[src/rtl/instr_fetch_reg_if.sv]
// Fetch-stage bundle: instruction memory port, redirect input and the
// instruction-register outputs handed to the decode/extend stage.
interface instr_fetch_reg_if #(
  parameter int COUNT_W = 32
);
  logic               imem_req;
  logic [31:0]        imem_addr;
  logic               imem_ready;
  logic [31:0]        imem_rdata;
  logic               redirect_valid;
  logic [31:0]        redirect_target;
  logic               ir_valid;
  logic [31:0]        ir;
  logic [31:0]        ir_pc;
  logic [31:0]        ir_pc4;
  logic [15:0]        imm16;
  logic               ir_ack;
  logic               misalign;
  logic [COUNT_W-1:0] fetch_count;

  modport master (
    output imem_req, imem_addr, ir_valid, ir, ir_pc, ir_pc4, imm16,
           misalign, fetch_count,
    input  imem_ready, imem_rdata, redirect_valid, redirect_target, ir_ack
  );

  modport slave (
    input  imem_req, imem_addr, ir_valid, ir, ir_pc, ir_pc4, imm16,
           misalign, fetch_count,
    output imem_ready, imem_rdata, redirect_valid, redirect_target, ir_ack
  );
endinterface

[src/rtl/instr_fetch_reg.sv]
// Instruction fetch stage: PC, req/ready fetch from instruction memory,
// instruction register held until acknowledged, redirect from execute.
module instr_fetch_reg #(
  parameter logic [31:0] RESET_PC = 32'h0000_0000,
  parameter int          COUNT_W  = 32
) (
  input  logic             clk,
  input  logic             rst_n,
  instr_fetch_reg_if.master bus
);

  // One-hot so imem_req and ir_valid come straight from state flops.
  localparam logic [2:0] ST_IDLE  = 3'b001;
  localparam logic [2:0] ST_FETCH = 3'b010;
  localparam logic [2:0] ST_HOLD  = 3'b100;

  logic [2:0]         state_r;
  logic [2:0]         state_nx_s;
  logic               fetch_fire_s;
  logic               imem_req_s;
  logic               ir_valid_s;
  logic [31:0]        pc_r;
  logic [31:0]        pc_plus4_s;
  logic [31:0]        ir_r;
  logic [31:0]        ir_pc_r;
  logic [31:0]        ir_pc4_r;
  logic               misalign_r;
  logic [COUNT_W-1:0] count_r;

  assign pc_plus4_s = pc_r + 32'd4;

  // State register.
  always_ff @(posedge clk or negedge rst_n) begin
    if (!rst_n) begin
      state_r <= ST_IDLE;
    end else begin
      state_r <= state_nx_s;
    end
  end

  // Next-state logic; a redirect overrides every state.
  always_comb begin
    state_nx_s = state_r;
    if (bus.redirect_valid) begin
      state_nx_s = ST_FETCH;
    end else begin
      case (state_r)
        ST_IDLE:  state_nx_s = ST_FETCH;
        ST_FETCH: state_nx_s = bus.imem_ready ? ST_HOLD : ST_FETCH;
        ST_HOLD:  state_nx_s = bus.ir_ack ? ST_FETCH : ST_HOLD;
        default:  state_nx_s = ST_IDLE;
      endcase
    end
  end

  // Output decode; a returning word is dropped when a redirect coincides.
  always_comb begin
    imem_req_s   = 1'b0;
    ir_valid_s   = 1'b0;
    fetch_fire_s = 1'b0;
    case (state_r)
      ST_IDLE: begin
        imem_req_s = 1'b0;
      end
      ST_FETCH: begin
        imem_req_s   = 1'b1;
        fetch_fire_s = bus.imem_ready & ~bus.redirect_valid;
      end
      ST_HOLD: begin
        ir_valid_s = 1'b1;
      end
      default: begin
        imem_req_s = 1'b0;
      end
    endcase
  end

  // Program counter.
  always_ff @(posedge clk or negedge rst_n) begin
    if (!rst_n) begin
      pc_r <= RESET_PC & ~32'h0000_0003;
    end else if (bus.redirect_valid) begin
      pc_r <= bus.redirect_target & ~32'h0000_0003;
    end else if (fetch_fire_s) begin
      pc_r <= pc_plus4_s;
    end else begin
      pc_r <= pc_r;
    end
  end

  // Instruction register with its PC and PC+4; kept intact across redirects.
  always_ff @(posedge clk or negedge rst_n) begin
    if (!rst_n) begin
      ir_r     <= 32'h0000_0000;
      ir_pc_r  <= 32'h0000_0000;
      ir_pc4_r <= 32'h0000_0000;
    end else if (fetch_fire_s) begin
      ir_r     <= bus.imem_rdata;
      ir_pc_r  <= pc_r;
      ir_pc4_r <= pc_plus4_s;
    end else begin
      ir_r     <= ir_r;
      ir_pc_r  <= ir_pc_r;
      ir_pc4_r <= ir_pc4_r;
    end
  end

  // Sticky misaligned-redirect flag.
  always_ff @(posedge clk or negedge rst_n) begin
    if (!rst_n) begin
      misalign_r <= 1'b0;
    end else if (bus.redirect_valid && (bus.redirect_target[1:0] != 2'b00)) begin
      misalign_r <= 1'b1;
    end else begin
      misalign_r <= misalign_r;
    end
  end

  // Wrapping count of instructions latched into ir.
  always_ff @(posedge clk or negedge rst_n) begin
    if (!rst_n) begin
      count_r <= {COUNT_W{1'b0}};
    end else if (fetch_fire_s) begin
      count_r <= count_r + {{(COUNT_W-1){1'b0}}, 1'b1};
    end else begin
      count_r <= count_r;
    end
  end

  assign bus.imem_req    = imem_req_s;
  assign bus.imem_addr   = pc_r;
  assign bus.ir_valid    = ir_valid_s;
  assign bus.ir          = ir_r;
  assign bus.ir_pc       = ir_pc_r;
  assign bus.ir_pc4      = ir_pc4_r;
  assign bus.imm16       = ir_r[15:0];
  assign bus.misalign    = misalign_r;
  assign bus.fetch_count = count_r;

endmodule

[src/flat_wrapper.sv]
// flat-port wrapper written by rule: the top's interface ports become plain ports
module instr_fetch_reg_flat 
#(
  parameter logic [31:0] RESET_PC = 32'h0000_0000,
  parameter int          COUNT_W  = 32
)
  (clk, rst_n, bus_imem_req, bus_imem_addr, bus_ir_valid, bus_ir, bus_ir_pc, bus_ir_pc4, bus_imm16, bus_misalign, bus_fetch_count, bus_imem_ready, bus_imem_rdata, bus_redirect_valid, bus_redirect_target, bus_ir_ack);
  instr_fetch_reg_if #(.COUNT_W(COUNT_W)) bus_i ();
  input  logic clk;
  input  logic rst_n;
  output wire logic [$bits(bus_i.imem_req)-1:0] bus_imem_req;
  output wire logic [$bits(bus_i.imem_addr)-1:0] bus_imem_addr;
  output wire logic [$bits(bus_i.ir_valid)-1:0] bus_ir_valid;
  output wire logic [$bits(bus_i.ir)-1:0] bus_ir;
  output wire logic [$bits(bus_i.ir_pc)-1:0] bus_ir_pc;
  output wire logic [$bits(bus_i.ir_pc4)-1:0] bus_ir_pc4;
  output wire logic [$bits(bus_i.imm16)-1:0] bus_imm16;
  output wire logic [$bits(bus_i.misalign)-1:0] bus_misalign;
  output wire logic [$bits(bus_i.fetch_count)-1:0] bus_fetch_count;
  input wire logic [$bits(bus_i.imem_ready)-1:0] bus_imem_ready;
  input wire logic [$bits(bus_i.imem_rdata)-1:0] bus_imem_rdata;
  input wire logic [$bits(bus_i.redirect_valid)-1:0] bus_redirect_valid;
  input wire logic [$bits(bus_i.redirect_target)-1:0] bus_redirect_target;
  input wire logic [$bits(bus_i.ir_ack)-1:0] bus_ir_ack;
  assign bus_imem_req = bus_i.imem_req;
  assign bus_imem_addr = bus_i.imem_addr;
  assign bus_ir_valid = bus_i.ir_valid;
  assign bus_ir = bus_i.ir;
  assign bus_ir_pc = bus_i.ir_pc;
  assign bus_ir_pc4 = bus_i.ir_pc4;
  assign bus_imm16 = bus_i.imm16;
  assign bus_misalign = bus_i.misalign;
  assign bus_fetch_count = bus_i.fetch_count;
  assign bus_i.imem_ready = bus_imem_ready;
  assign bus_i.imem_rdata = bus_imem_rdata;
  assign bus_i.redirect_valid = bus_redirect_valid;
  assign bus_i.redirect_target = bus_redirect_target;
  assign bus_i.ir_ack = bus_ir_ack;
  instr_fetch_reg #(.RESET_PC(RESET_PC), .COUNT_W(COUNT_W)) u_core (.clk(clk), .rst_n(rst_n), .bus(bus_i));
endmodule
[config.mk]
export PLATFORM = sky130hd
export DESIGN_NAME = instr_fetch_reg_flat
export DESIGN_NICKNAME = d
export VERILOG_FILES = /design/src/rtl/instr_fetch_reg_if.sv /design/src/rtl/instr_fetch_reg.sv /design/src/flat_wrapper.sv
export SDC_FILE = /design/constraint.sdc
export NUM_CORES = 1
export LEC_CHECK = 0
export CAP_MARGIN = 25
export CORE_MARGIN = 5
export CORE_UTILIZATION = 40
export CTS_CLUSTER_DIAMETER = 100
export DETAILED_ROUTE_END_ITERATION = 12
export PLACE_DENSITY = 0.71
export SLEW_MARGIN = 20
export SYNTH_ARGS = -nofsm -noshare
export SYNTH_HDL_FRONTEND = slang
export SYNTH_SLANG_ARGS = --single-unit
[constraint.sdc]
create_clock -name clk -period 2.7 [get_ports clk]
set_clock_uncertainty 0.15 [all_clocks]
set_input_delay 0.675 -clock clk [delete_from_list [all_inputs] [get_ports clk]]
set_output_delay 0.675 -clock clk [all_outputs]
set_load 0.1 [all_outputs]
==> run metrics <==
Pleak 4.93 nW; Final ANT Viol Nets 0; Seq/Total Area, Yosys 0.529; Synth area leader dfrtp_1; Root Driver clkbuf_16; FMAX 430 MHz; fin crit period 2.32 ns; layout cells sized above 1 0.252; synth warn 0; clock sink total 158; pre-CTS WS 0.0164 ns; placeable core region 0.0185 sq mm; # DRC 0; CTS H-tree depth 4; fin cells 1272; # diodes 0; power per cell area 1270 mW/mm^2; # IOs 248; Final HPWL DP 15400 um; Initial Util 0.403; CP Max Fanout 8; commonest non-fill, non-tap cells in the layout 263 x nand2_1, 192 x buf_4, 155 x dfrtp_1; Final Core Density 0.556; total number of vias 6184; die height 147 um; Yosys top cell area share 0.526; routed vias/inst 4.86; clock slew seen by the registers of the worst setup and hold paths 0.07 ns; Mapped Cells 805; # port buffers 241; Final Max Tran Viols 0; Initial DRT Pass Iterations 4; CTS tree built; initial antenna violation count 1; global-route wire length before repair 34000 um; Post-Place Cell Area 0.00969 sq mm; vias in the first global route 6253; critical path class flop to primary output; row count 50; final instance area 0.0103 sq mm; ys async rst share 1.00; syn_area_per_cell 9.28 sq um; peak supply drop 0.000785 V; Total Nets Final 1096; total grt overflow 0; Max Buffers Root-to-Sink 2; largest net degree at the start of global routing 75; Worst-Skew Late Latency 0.42 ns; DRT Wirelength 21000 um; critical path required time 1.88 ns; primary flip-flop cell chosen by synthesis mapping dfrtp_1; P&R area growth vs syn 37.8%; RSZ-0062 raised after global routing false; Worst setup EP type primary output; TritonCTS buffer count 17; worst setup margin 0.377 ns; Max-Cap Viols 0; Total GRT Usage 0.195; Cell Count Post-Placement 1240; Post-synth EDFFs 0; Placer Congestion 0.806; die area 0.0215 sq mm; Worst-Margin Slew 0.561 ns; CTS Hold Bufs 0; final critical-path share of the clock period 0.860; Synth Register Bits 158; hold violation count in the final report 0; DR WL/cell 16.5 um; setup tns final 0 ns; Slew headroom 0.623; mapped cell area 0.00747 sq mm; worst hold slack 0.0322 ns; CP Launch Type flop; most common cell after layout, fill and taps aside nand2_1; # Post-CTS Setup Buffers 0; # setup viols final 0; Total Power 13.1 mW; CTS resizes 0; status finished clean; Die W 147 um; CP Data Arrival Time 1.50 ns; Hold Path Class input pin to asynchronous set/reset pin; DRT iter0 DRCs 275; post-synthesis cell type count 45; Area contributors post-synth dfrtp_1 53%, nand2_1 13%, xnor2_1 6.1%, xor2_1 4.3%, nand4_1 2.7%
[per-layer routing]
metal	track usage	routed length [um]	up-vias
met2	0.306	9760	194
met4	0.0456	247	2
li1	-	-	3036
met1	0.262	9290	2937
met5	0	7	-
met3	0.0689	1680	15
[synthesized netlist by cell type, types with 2 or more instances]
cell type    n
xnor2_1     52
and2_1       4
nor3_2       5
o21ai_0     39
nor4_1       2
nand4_1     32
inv_1        5
and3_1      11
buf_2       22
nor2_2       2
o21ai_1     18
xor2_1      37
buf_1        5
nor4_4       5
buf_4       23
nand2b_1     2
dfrtp_1    157
nor3_1      11
nand3b_1     2
nand2_1    263
nand3_1     28
or2_1        3
clkbuf_1    17
or3_1        2
nor2_1      27
a21oi_1      8
clkbuf_2     4
ha_1         2
[power breakdown]
group          switching, mW  internal [mW]
logic                   5.95           1.31
registers              0.447           2.95
clock network           1.07           1.39
total                   7.47           5.65
[worst max-delay path: stages, from the launching register on]
cell,delay [ns]
dfrtp_1,0.54
nand2b_1,0.13
nor2_2,0.20
buf_12,0.20
[cell families after synthesis]
| kind of cell | after synthesis | synth area share |
|---|---|---|
| adders and majority gates | 2 | 0.00335 |
| and+or+nand+nor | 409 | 0.258 |
| buffers and inverters | 77 | 0.0556 |
| other | 1 | 0.000502 |
| xor gates and xnor gates | 89 | 0.104 |
| muxes | 2 | 0.00285 |
| DFF | 158 | 0.529 |
| AOI/OAI and AO/OA | 67 | 0.0457 |
[area by class of cell]
type,instances,area (sq um)
fillers,1697,8220
flip-flops and latches,158,3960
inverters,5,18.8
clock inverters,15,175
repair buffers,268,2280
clock buffers,17,425
multi-input cells,575,3150
well taps,234,293
[path summary, 6_finish.rpt]
| check | startpoint | to | slack (ns) | cells past startpoint |
|---|---|---|---|---|
| setup / recovery | u_core.state_r[2] | bus_ir_valid | 0.38 | 3 |
| hold / removal | rst_n | u_core.bus.fetch_count[20] | 0.03 | 1 |
| setup reg to reg | u_core.bus.imem_addr[9] | u_core.bus.imem_addr[22] | 0.51 | 5 |
| hold reg to reg | u_core.bus.ir[19] | u_core.bus.ir[19] | 0.33 | 2 |
| max in group asynchronous | rst_n | u_core.bus.imem_addr[19] | 1.62 | 2 |
| min in group clk | u_core.bus.ir[19] | u_core.bus.ir[19] | 0.33 | 2 |
[registers in the layout (all words and copies together) (netlist names)]
signal	count
u_core.bus.ir_pc4	30
u_core.bus.misalign	1
u_core.bus.ir_pc	30
u_core.state_r	3
u_core.bus.fetch_count	32
u_core.bus.imem_addr	30
u_core.bus.ir	32
No activity file was read; power rests on OpenSTA's default activity.
